File: config.mk
export PLATFORM = sky130hd
export DESIGN_NAME = genius_display_ctrl
export DESIGN_NICKNAME = d
export VERILOG_FILES = /design/src/rtl/genius_display_ctrl.sv
export SDC_FILE = /design/constraint.sdc
export NUM_CORES = 1
export LEC_CHECK = 0
export BUFFER_PORTS_ARGS = -buffer_cell sky130_fd_sc_hd__buf_2
export CORE_UTILIZATION = 26
export DETAILED_ROUTE_END_ITERATION = 16
export HOLD_SLACK_MARGIN = 0.15
export SYNTH_ARGS = -nofsm -noshare
export SYNTH_HDL_FRONTEND = slang
export SYNTH_SLANG_ARGS = --single-unit
File: constraint.sdc
create_clock -name px_clk -period 2.1 [get_ports px_clk]
set_input_delay 0.21 -clock px_clk [delete_from_list [all_inputs] [get_ports px_clk]]
set_output_delay 0.21 -clock px_clk [all_outputs]
set_load 0.02 [all_outputs]
File: src/rtl/genius_display_ctrl.sv
// Genius (Simon) game display controller: lights one screen quadrant for a
// number of frames, then holds a dark gap before accepting the next command.
module genius_display_ctrl #(
  parameter int H_DISP     = 640,
  parameter int V_DISP     = 480,
  parameter int GAP_FRAMES = 6
) (
  input  logic       px_clk,
  input  logic       rst_n,
  input  logic [9:0] x_px,
  input  logic [9:0] y_px,
  input  logic       activevideo,
  input  logic       vsync,
  input  logic       cmd_valid,
  input  logic [1:0] cmd_color,
  input  logic [7:0] cmd_frames,
  input  logic       clear,
  output logic       cmd_ready,
  output logic       busy,
  output logic       done,
  output logic [3:0] red,
  output logic [3:0] green,
  output logic [3:0] blue
);

  typedef enum logic [1:0] {IDLE, ARM, LIT, GAP} state_t;

  localparam logic [7:0] GAP_CNT = 8'(GAP_FRAMES);
  localparam logic [9:0] HALF_X  = 10'(H_DISP / 2);
  localparam logic [9:0] HALF_Y  = 10'(V_DISP / 2);

  state_t      state_q, state_d;
  logic [7:0]  cnt_q, cnt_d;
  logic [1:0]  color_q, color_d;
  logic        done_q, done_d;
  logic        vsync_q;
  logic        frame_tick;
  logic [1:0]  quad;
  logic [11:0] pix;
  logic [11:0] rgb_q, rgb_d;

  // Quadrant index doubles as the colour index: 0 TL green, 1 TR red, 2 BL yellow, 3 BR blue.
  function automatic logic [11:0] litColor(input logic [1:0] c);
    case (c)
      2'd0:    litColor = 12'h0F0;
      2'd1:    litColor = 12'hF00;
      2'd2:    litColor = 12'hFF0;
      default: litColor = 12'h00F;
    endcase
  endfunction

  assign frame_tick = vsync_q & ~vsync;

  always_comb begin
    state_d = state_q;
    cnt_d   = cnt_q;
    color_d = color_q;
    done_d  = 1'b0;
    if (clear) begin
      state_d = IDLE;
    end else begin
      case (state_q)
        IDLE: begin
          if (cmd_valid) begin
            color_d = cmd_color;
            if (cmd_frames == 8'd0) begin
              done_d = 1'b1;
            end else begin
              state_d = ARM;
              cnt_d   = cmd_frames;
            end
          end
        end
        ARM: begin
          if (frame_tick) state_d = LIT;
        end
        LIT: begin
          if (frame_tick) begin
            if (cnt_q == 8'd1) begin
              state_d = GAP;
              cnt_d   = GAP_CNT;
            end else begin
              cnt_d = cnt_q - 8'd1;
            end
          end
        end
        GAP: begin
          if (frame_tick) begin
            if (cnt_q == 8'd1) begin
              state_d = IDLE;
              done_d  = 1'b1;
            end
            cnt_d = cnt_q - 8'd1;
          end
        end
        default: state_d = IDLE;
      endcase
    end
  end

  // Dimmed quadrants keep their hue at a quarter of full intensity.
  always_comb begin
    quad = {(y_px >= HALF_Y), (x_px >= HALF_X)};
    pix  = litColor(quad);
    if (!((state_q == LIT) && (quad == color_q))) begin
      pix = {pix[11:8] >> 2, pix[7:4] >> 2, pix[3:0] >> 2};
    end
    rgb_d = activevideo ? pix : 12'h000;
  end

  always_ff @(posedge px_clk) begin
    if (!rst_n) begin
      state_q <= IDLE;
      cnt_q   <= 8'd0;
      color_q <= 2'd0;
      done_q  <= 1'b0;
      vsync_q <= 1'b1;
      rgb_q   <= 12'h000;
    end else begin
      state_q <= state_d;
      cnt_q   <= cnt_d;
      color_q <= color_d;
      done_q  <= done_d;
      vsync_q <= vsync;
      rgb_q   <= rgb_d;
    end
  end

  assign cmd_ready = (state_q == IDLE);
  assign busy      = (state_q != IDLE);
  assign done      = done_q;
  assign red       = rgb_q[11:8];
  assign green     = rgb_q[7:4];
  assign blue      = rgb_q[3:0];

endmodule

[After elaboration in Yosys (flattened, before gate mapping)]
Cells that the tools add are included.
Word-level totals
  input port bits: 36
  output and inout port bits: 15
  flip-flop bits (word level): 26
  word-level logic and storage cells: 61
Operators by class
  equality and inequality tests: 14
  bitwise logic cells: 4
  reductions and logical operators: 12
  $lt $le $gt $ge: 2
  muxes and demuxes: 21
  add/subtract/negate cells: 1
Operator list (number)
  two-way mux 8 bit: 5
  one-hot mux 12 bit (3 select lines): 1
  one-hot mux 8 bit (3 select lines): 1
  two-way mux 2 bit: 7
  inequality test 2 bit (second input constant): 7
  >= comparator 10 x 8 -> 1 bit (second input constant): 1
  >= comparator 10 x 9 -> 1 bit (second input constant): 1
  two-way mux 10 bit: 1
  equality test 8 x 1 -> 1 bit (second input constant): 1
  zero test 8 bit: 1
  one-hot mux 2 bit (4 select lines): 1
  subtractor 8 x 1 -> 8 bit (second input constant): 1
  AND reduction 7 bit: 1
  equality test 2 bit (second input constant): 3
  AND reduction 3 bit: 2
  AND reduction 6 bit: 1
  equality test 2 x 1 -> 1 bit (second input constant): 2
  zero test 2 bit: 2
  two-way mux 1 bit: 4
  inverter 1 bit: 3
  nonzero test 3 bit: 1
  equality test 2 bit: 1
  one-hot mux 1 bit (2 select lines): 1
  AND reduction 2 bit: 1
  other kinds (4): 4

[Longest topological paths before layout]
Gate-level depths: netlist (run 1).
  depth after elaboration: 4
  gate-level depth with buffers: 8
  gate-level depth less buffers: 6

[Worst setup path after synthesis (run 1)]
OpenSTA, ideal clock, no wires.
  path kind: flip-flop to flip-flop
  from: register state_q[0]
  to: register cnt_q[5]
  required time: 1.965 ns
  cell stages (with the launch flop): 7
  clock period less this slack: 1.877 ns
  data arrival time: 1.742 ns
  slack: 0.223 ns
  setup time: 0.135 ns
  buffers on the path: 0
  cells stage by stage: dfxtp_1 inv_1 ha_1 inv_1 o221ai_1 o311ai_0 o41ai_1
Between the ends
  cells in the longest elaborated chain, start to end: 3
  elaborated cells between the ends (all ways): 10
  classes of those cells: eq/ne (6); mux (1); reduce/logical (3)
RTL lines
  start: declaration: line 32  | state_t state_q, state_d;
  start signal: assignment: line 120  | state_q <= state_d;
  zero test 2 bit *
  net cmd_ready: line 18  | output logic cmd_ready,
  inequality test 2 bit (no line) / nonzero test 3 bit (equally long branches)
  AND reduction 6 bit (no line)
  end signal: assignment: line 121  | cnt_q <= cnt_d;
  end: declaration: line 33  | logic [7:0] cnt_q, cnt_d;
The timed path passes the listed nets; every way through them passes the cells marked *.
A chain may end at the register's enable or synchronous reset.

[Worst setup path in the final report (run 1)]
  from: register state_q[0]
  to: register state_q[1]
Between the ends
  cells in the longest elaborated chain, start to end: 3
  elaborated cells between the ends (all ways): 13
  classes of those cells: eq/ne (10); mux (1); reduce/logical (2)
RTL lines
  equality test 2 bit, or another cell as far along: line 62  | case (state_q)
  inequality test 2 bit (no line)
  AND reduction 7 bit (no line)
Parallel ways exist; a longest one is shown, timed or not.

==> results of run 1 <==
final timing paths:
path	cells after the start	slack [ns]	to	from
worst max-delay path	6	0.26	state_q[1]$_SDFFE_PP0P_	state_q[0]$_SDFFE_PP0P_
worst min-delay path	2	0.16	vsync_q$_SDFF_PN1_	vsync
worst max register to register	6	0.26	state_q[1]$_SDFFE_PP0P_	state_q[0]$_SDFFE_PP0P_
worst min register to register	2	0.49	cnt_q[7]$_SDFFE_PN0P_	cnt_q[7]$_SDFFE_PN0P_
metrics by stage:
| stage | std cells | setup WS, ns |
|---|---|---|
| 2_1_floorplan | 153 | 0.223 |
| 3_3_place_gp | 255 | 0.303 |
| 5_1_grt | 259 | 0.0672 |
| 6_report | 259 | 0.259 |
| 3_5_place_dp | 255 | 0.287 |
| 4_1_cts | 259 | 0.250 |
logic make-up after synthesis:
kind of cell,Yosys count,synth area share [%]
AOI/OAI and AO/OA,38,21.7
xor gates and xnor gates,2,1.37
adders and majority gates,8,7.81
buffers and inverters,18,7.23
DFF,20,31.2
muxes,3,2.34
and+or+nand+nor,64,28.3
cells in the mapped netlist, drive strengths merged (3+ instances only):
cell type / instances
nand3: 3
nand2b: 5
dfxtp: 20
nand2: 16
ha: 8
nor2: 14
a31oi: 3
buf: 7
o21ai: 3
mux2i: 3
a22oi: 3
nor4: 7
a211oi: 4
nor3: 4
clkbuf: 3
o32ai: 3
a21oi: 9
inv: 8
or2: 4
power by group through the flow:
stage	Clock (uW)	Combinational, uW	Sequential, uW
5_1_grt	408	252	426
3_5_place_dp	0	226	431
6_report	395	229	423
3_3_place_gp	0	225	431
2_1_floorplan	0	152	429
4_1_cts	395	227	422
metal layers:
metal | wire [um] | GRT usage, % | part of all wire, % | vias to the layer above
li1 | - | - | - | 634
met1 | 1500 | 16.5 | 46 | 581
met2 | 1590 | 22.6 | 49 | 33
met3 | 129 | 1.39 | 3.9 | 6
met4 | 59 | 5.23 | 1.8 | 0
met5 | 0 | 0 | 0 | -
state kept, by name (all words and copies together), names as in the netlist:
signal and cells:
done 1, cnt_q 8, rgb_q 6, vsync_q 1
state_q 2, color_q 2
layout make-up:
class | instances | area, um2
inverters | 8 | 30.0
clock inverters | 1 | 30.0
flip-flops and latches | 20 | 400
multi-input cells | 115 | 788
fillers | 506 | 3110
repair buffers | 45 | 238
clock buffers | 3 | 41.3
well taps | 67 | 83.8
==> out/results.ini, run 1 <==
[synth]
synth_top_cell_by_area=dfxtp_1
ys.flop_type=dfxtp_1
synth_cells=153
ys_seq_elements=20
synth-edff-count=0
synth_top_cell_area_share_pct=31.3
synth_cell_types=46
seq_area_frac_synth_pct=31.3
synthTopCellsByArea=dfxtp_1 (31%), ha_1 (7.8%), nand2_1 (4.7%), nor2_1 (3.8%), buf_4 (3.5%)
syn_nets=197
async_flop_share_pct=0
avgSynthCellArea_um2=8.37
yosysWarnings=0
syn_area_um2=1280

[clock_network]
cts_tree=built
cts_root_buffer=clkbuf_8
cts_buffers=3
clock-sinks=20
cts_hold_buf=0
clockBufferDepth=2
cts_resized=0
htree_levels=1
post-cts-setup-buffers=0
clkTransAtPathRegs_ns=0.08
insertion_delay_ns=0.26

[finish]
layout_common_cells=buf_2 (40), dfxtp_1 (20), nand2_1 (16)
drive_gt1_share_pct=32.3
antennaDiodeCount=0
design_area_um2=1610
final_nets=237
utilization_pct=34.1
final_common_cell=buf_2
synthToLayoutAreaGrowth_pct=25.8

[route]
avgRoutedWirePerCell_um=12.7
drt_iter0_markers=116
drc=2
wirelength_mm=3.28
vias_per_cell=4.84
drtAntennaViolNets=0
first_pass_iters=10
vias=1254

[global_route]
track_usage_pct=13.1
grt_pass1_wl_mm=5.29
grt_max_degree=13
grt_pass1_vias=1132
grt_overflow=0
antenna_found_initial=0

[timing]
timing.hold.ws_ns=0.161
worst_slew_pin_slew_ns=0.448
hold_viol_final=0
maxSlewHeadroom_pct=70.0
fin_crit_sh_pct=87.7
drv_slew=0
max_freq_ghz=0.543
tns_ns=0
period_minus_slack_ns=1.84
grt_setup_unrepaired=no
fin_worst_skew_ns=0.00531
setup_violations=0

[die]
die_area_um2=5210
ios=51
start_util_pct=27.1
core_um2=4720
core.rowCount=25
die_width_um=72.2
die_y_um=72.2

[worst_setup_path]
required_ns=2.30
crit_path_end_kind=register
cp_top_family=compound AO/OA/AOI/OAI gates
crit_arrival_ns=2.04
path_buf_inv=1
cpMaxStageDelayCell=dfxtp_1
crit_fanout=11
crit_type=reg2reg
start_kind=register
critPathMaxStageDelay_ns=0.36
cp_cell_sequence=ha_1 -> nor2_1 -> buf_4 -> a31oi_1 -> a221oi_1 -> mux2i_1

[power]
switching_share_pct=28.2
peakVddDrop_v=0.000312
p_switching_uw=294
p_total_uw=1050
pwr-share-comb_pct=21.9
seqPwrFrac_pct=40.4
p_int_uw=751
p_leak_uw=0.000704
p_per_area_nw_per_um2=649
clock_power_share_pct=37.7

[hold_path]
hold_path_class=in2reg

[run]
drv_cap=0

[placed_design]
dp_hpwl_mm=2.52
placed_area_um2=1540
place_congestion=0.829
io_buffer_count=40

[outcome]
violations=design-rule violations
status=finished, violations left

Power figures use the tool's default switching activity.
==> run 2: changes to the inputs <==
clock period = 2.08 ns   (was 2.1 ns; I/O delays follow)
==> run 2 against run 1 <==
Largest power group unchanged. Register-to-register slack about the same. Sequential cell count unchanged. Sequential power about the same. Largest cell class unchanged. Wire length down 4.3%. The run still ends with design-rule violations left. Fmax up 0.58%.
==> out/results.ini, run 2 (synthesis gave the netlist of run 1 again) <==
[outcome]
status=finished, violations left
violations=design-rule violations

[timing]
tns_ns=0  ; unchanged
period_minus_slack_ns=1.83  ; -0.0106 ns
max_freq_ghz=0.546  ; +0.58%
fin_worst_skew_ns=0.0116  ; +0.00626 ns
grt_setup_unrepaired=no
worst_slew_pin_slew_ns=0.450  ; +0.00242 ns
fin_crit_sh_pct=88.0  ; +0.33 points
drv_slew=0  ; unchanged
setup_violations=0  ; unchanged
maxSlewHeadroom_pct=69.8  ; -0.16 points
hold_viol_final=0  ; unchanged

[global_route]
track_usage_pct=12.7  ; -0.32 points
grt_max_degree=13  ; unchanged
grt_pass1_vias=1186  ; +4.8%
antenna_found_initial=0  ; unchanged
grt_pass1_wl_mm=5.32  ; +0.64%
grt_overflow=0  ; unchanged

[finish]
register_area_um2=400  ; unchanged
regMostFlops=cnt_q
final_common_cell=buf_2
layout_common_cells=buf_2 (40), dfxtp_1 (20), nand2_1 (16)
synthToLayoutAreaGrowth_pct=25.8  ; unchanged
largest_reg_flops=8  ; unchanged
reg_top3=cnt_q: 8 flops, rgb_q: 6 flops
n_fill_cell=505  ; -0.20%
drive_gt1_share_pct=32.3  ; unchanged
final_nets=237  ; unchanged
multi_input_area_um2=788  ; unchanged
design_area_um2=1610  ; unchanged
antennaDiodeCount=0  ; unchanged

[route]
vias=1260  ; +0.48%
drtAntennaViolNets=0  ; unchanged
avgRoutedWirePerCell_um=12.1  ; -4.3%
drc=2  ; unchanged
first_pass_iters=10  ; unchanged
vias_per_cell=4.86  ; +0.48%
wirelength_mm=3.14  ; -4.3%
drt_iter0_markers=109  ; -6.0%

[placed_design]
io_buffer_count=40  ; unchanged
placed_area_um2=1540  ; unchanged
dp_hpwl_mm=2.50  ; -0.85%
place_congestion=0.832  ; +0.25%

[die]
ios=51  ; unchanged
die_area_um2=5210  ; unchanged
start_util_pct=27.1  ; unchanged
die_width_um=72.2  ; unchanged
core_um2=4720  ; unchanged
core.rowCount=25  ; unchanged
die_y_um=72.2  ; unchanged

[clock_network]
clkTransAtPathRegs_ns=0.08  ; about the same
htree_levels=1  ; unchanged
insertion_delay_ns=0.26  ; about the same
cts_root_buffer=clkbuf_8
clockBufferDepth=2  ; unchanged
cts_tree=built
cts_hold_buf=0  ; unchanged
cts_buffers=3  ; unchanged
clock-sinks=20  ; unchanged
cts_resized=0  ; unchanged
post-cts-setup-buffers=0  ; unchanged

[worst_setup_path]
regToRegEndpoint=cnt_q[5]$_SDFFE_PN0P_
crit_type=reg2reg
start_kind=register
required_ns=2.24  ; -0.06 ns
crit_path_end_kind=register
crit_fanout=5  ; -6
r2r_setup_slack_ns=0.25  ; about the same
crit_arrival_ns=1.99  ; -0.05 ns
r2r-start=state_q[0]$_SDFFE_PP0P_
ff2ff_path_depth=6  ; unchanged

[hold_path]
hold_path_class=in2reg
holdPathStages=2  ; unchanged
min_from=vsync
hold_path_end=vsync_q$_SDFF_PN1_

[power]
p_per_area_nw_per_um2=647  ; -0.32%
p_leak_uw=0.000704  ; unchanged
peakVddDrop_v=0.000212  ; -32%

[run]
drv_cap=0  ; unchanged

==> run 2: cell counts in the layout (fill, tap and decap cells not counted) <==
Identical to the previous run, type by type.
==> run 2: stage by stage <==
| stage | cells | utilization (%) | power [uW] | hold slack, ns | setup slack (ns) |
|---|---|---|---|---|---|
| floorplan | 153 | - | 587 | 0.285 | 0.203 |
| global placement | 255 | 32.6 | 662 | 0.421 | 0.281 |
| detailed placement | 255 | 32.6 | 661 | 0.423 | 0.274 |
| CTS | 259 | 34.1 | 1050 | 0.160 | 0.243 |
| global route | 259 | 34.1 | 1090 | 0.175 | 0.0442 |
| finish | 259 | 34.1 | 1040 | 0.167 | 0.250 |
==> run 2: report_power, final <==
part	internal (uW)	leakage, uW	switching [uW]	total, uW
sequential	403	0.000163	23.6	426
combinational	99.2	0.000505	129	228
clock	257	0.0000357	132	388
==> run 2: routing by layer <==
layer / global-route usage (%) / vias up / wire [um]
met5: 0 / - / 0
met2: 23.1 / 50 / 1560
li1: - / 636 / -
met4: 5.01 / 0 / 55
met1: 15.4 / 570 / 1350
met3: 1.25 / 4 / 170
==> run 2: layout make-up <==
| cell class | count | share of cell area, % |
|---|---|---|
| Multi-Input combinational cell | 115 | 48.9 |
| Tap cell | 67 | 5.20 |
| Clock inverter | 1 | 1.86 |
| Sequential cell | 20 | 24.8 |
| Clock buffer | 3 | 2.56 |
| Timing Repair Buffer | 45 | 14.8 |
| Inverter | 8 | 1.86 |
==> run 2: worst max-delay path by stage <==
stage,cells past startpoint,start,end,slack (ns)
finish,6,state_q[0]$_SDFFE_PP0P_,cnt_q[5]$_SDFFE_PN0P_,0.25
global route,7,state_q[0]$_SDFFE_PP0P_,state_q[1]$_SDFFE_PP0P_,0.04
detailed placement,6,state_q[0]$_SDFFE_PP0P_,state_q[1]$_SDFFE_PP0P_,0.27
global placement,6,state_q[0]$_SDFFE_PP0P_,state_q[1]$_SDFFE_PP0P_,0.28
floorplan,6,state_q[0]$_SDFFE_PP0P_,cnt_q[5]$_SDFFE_PN0P_,0.20
CTS,6,state_q[0]$_SDFFE_PP0P_,state_q[1]$_SDFFE_PP0P_,0.24
==> run 2: worst max-delay path, cell delays in order, from the launching register on <==
cell and delay (ns):
dfxtp_1 0.41, inv_1 0.09, ha_1 0.26, inv_1 0.19, o221a_2 0.29, nand2_1 0.14
o41ai_1 0.37
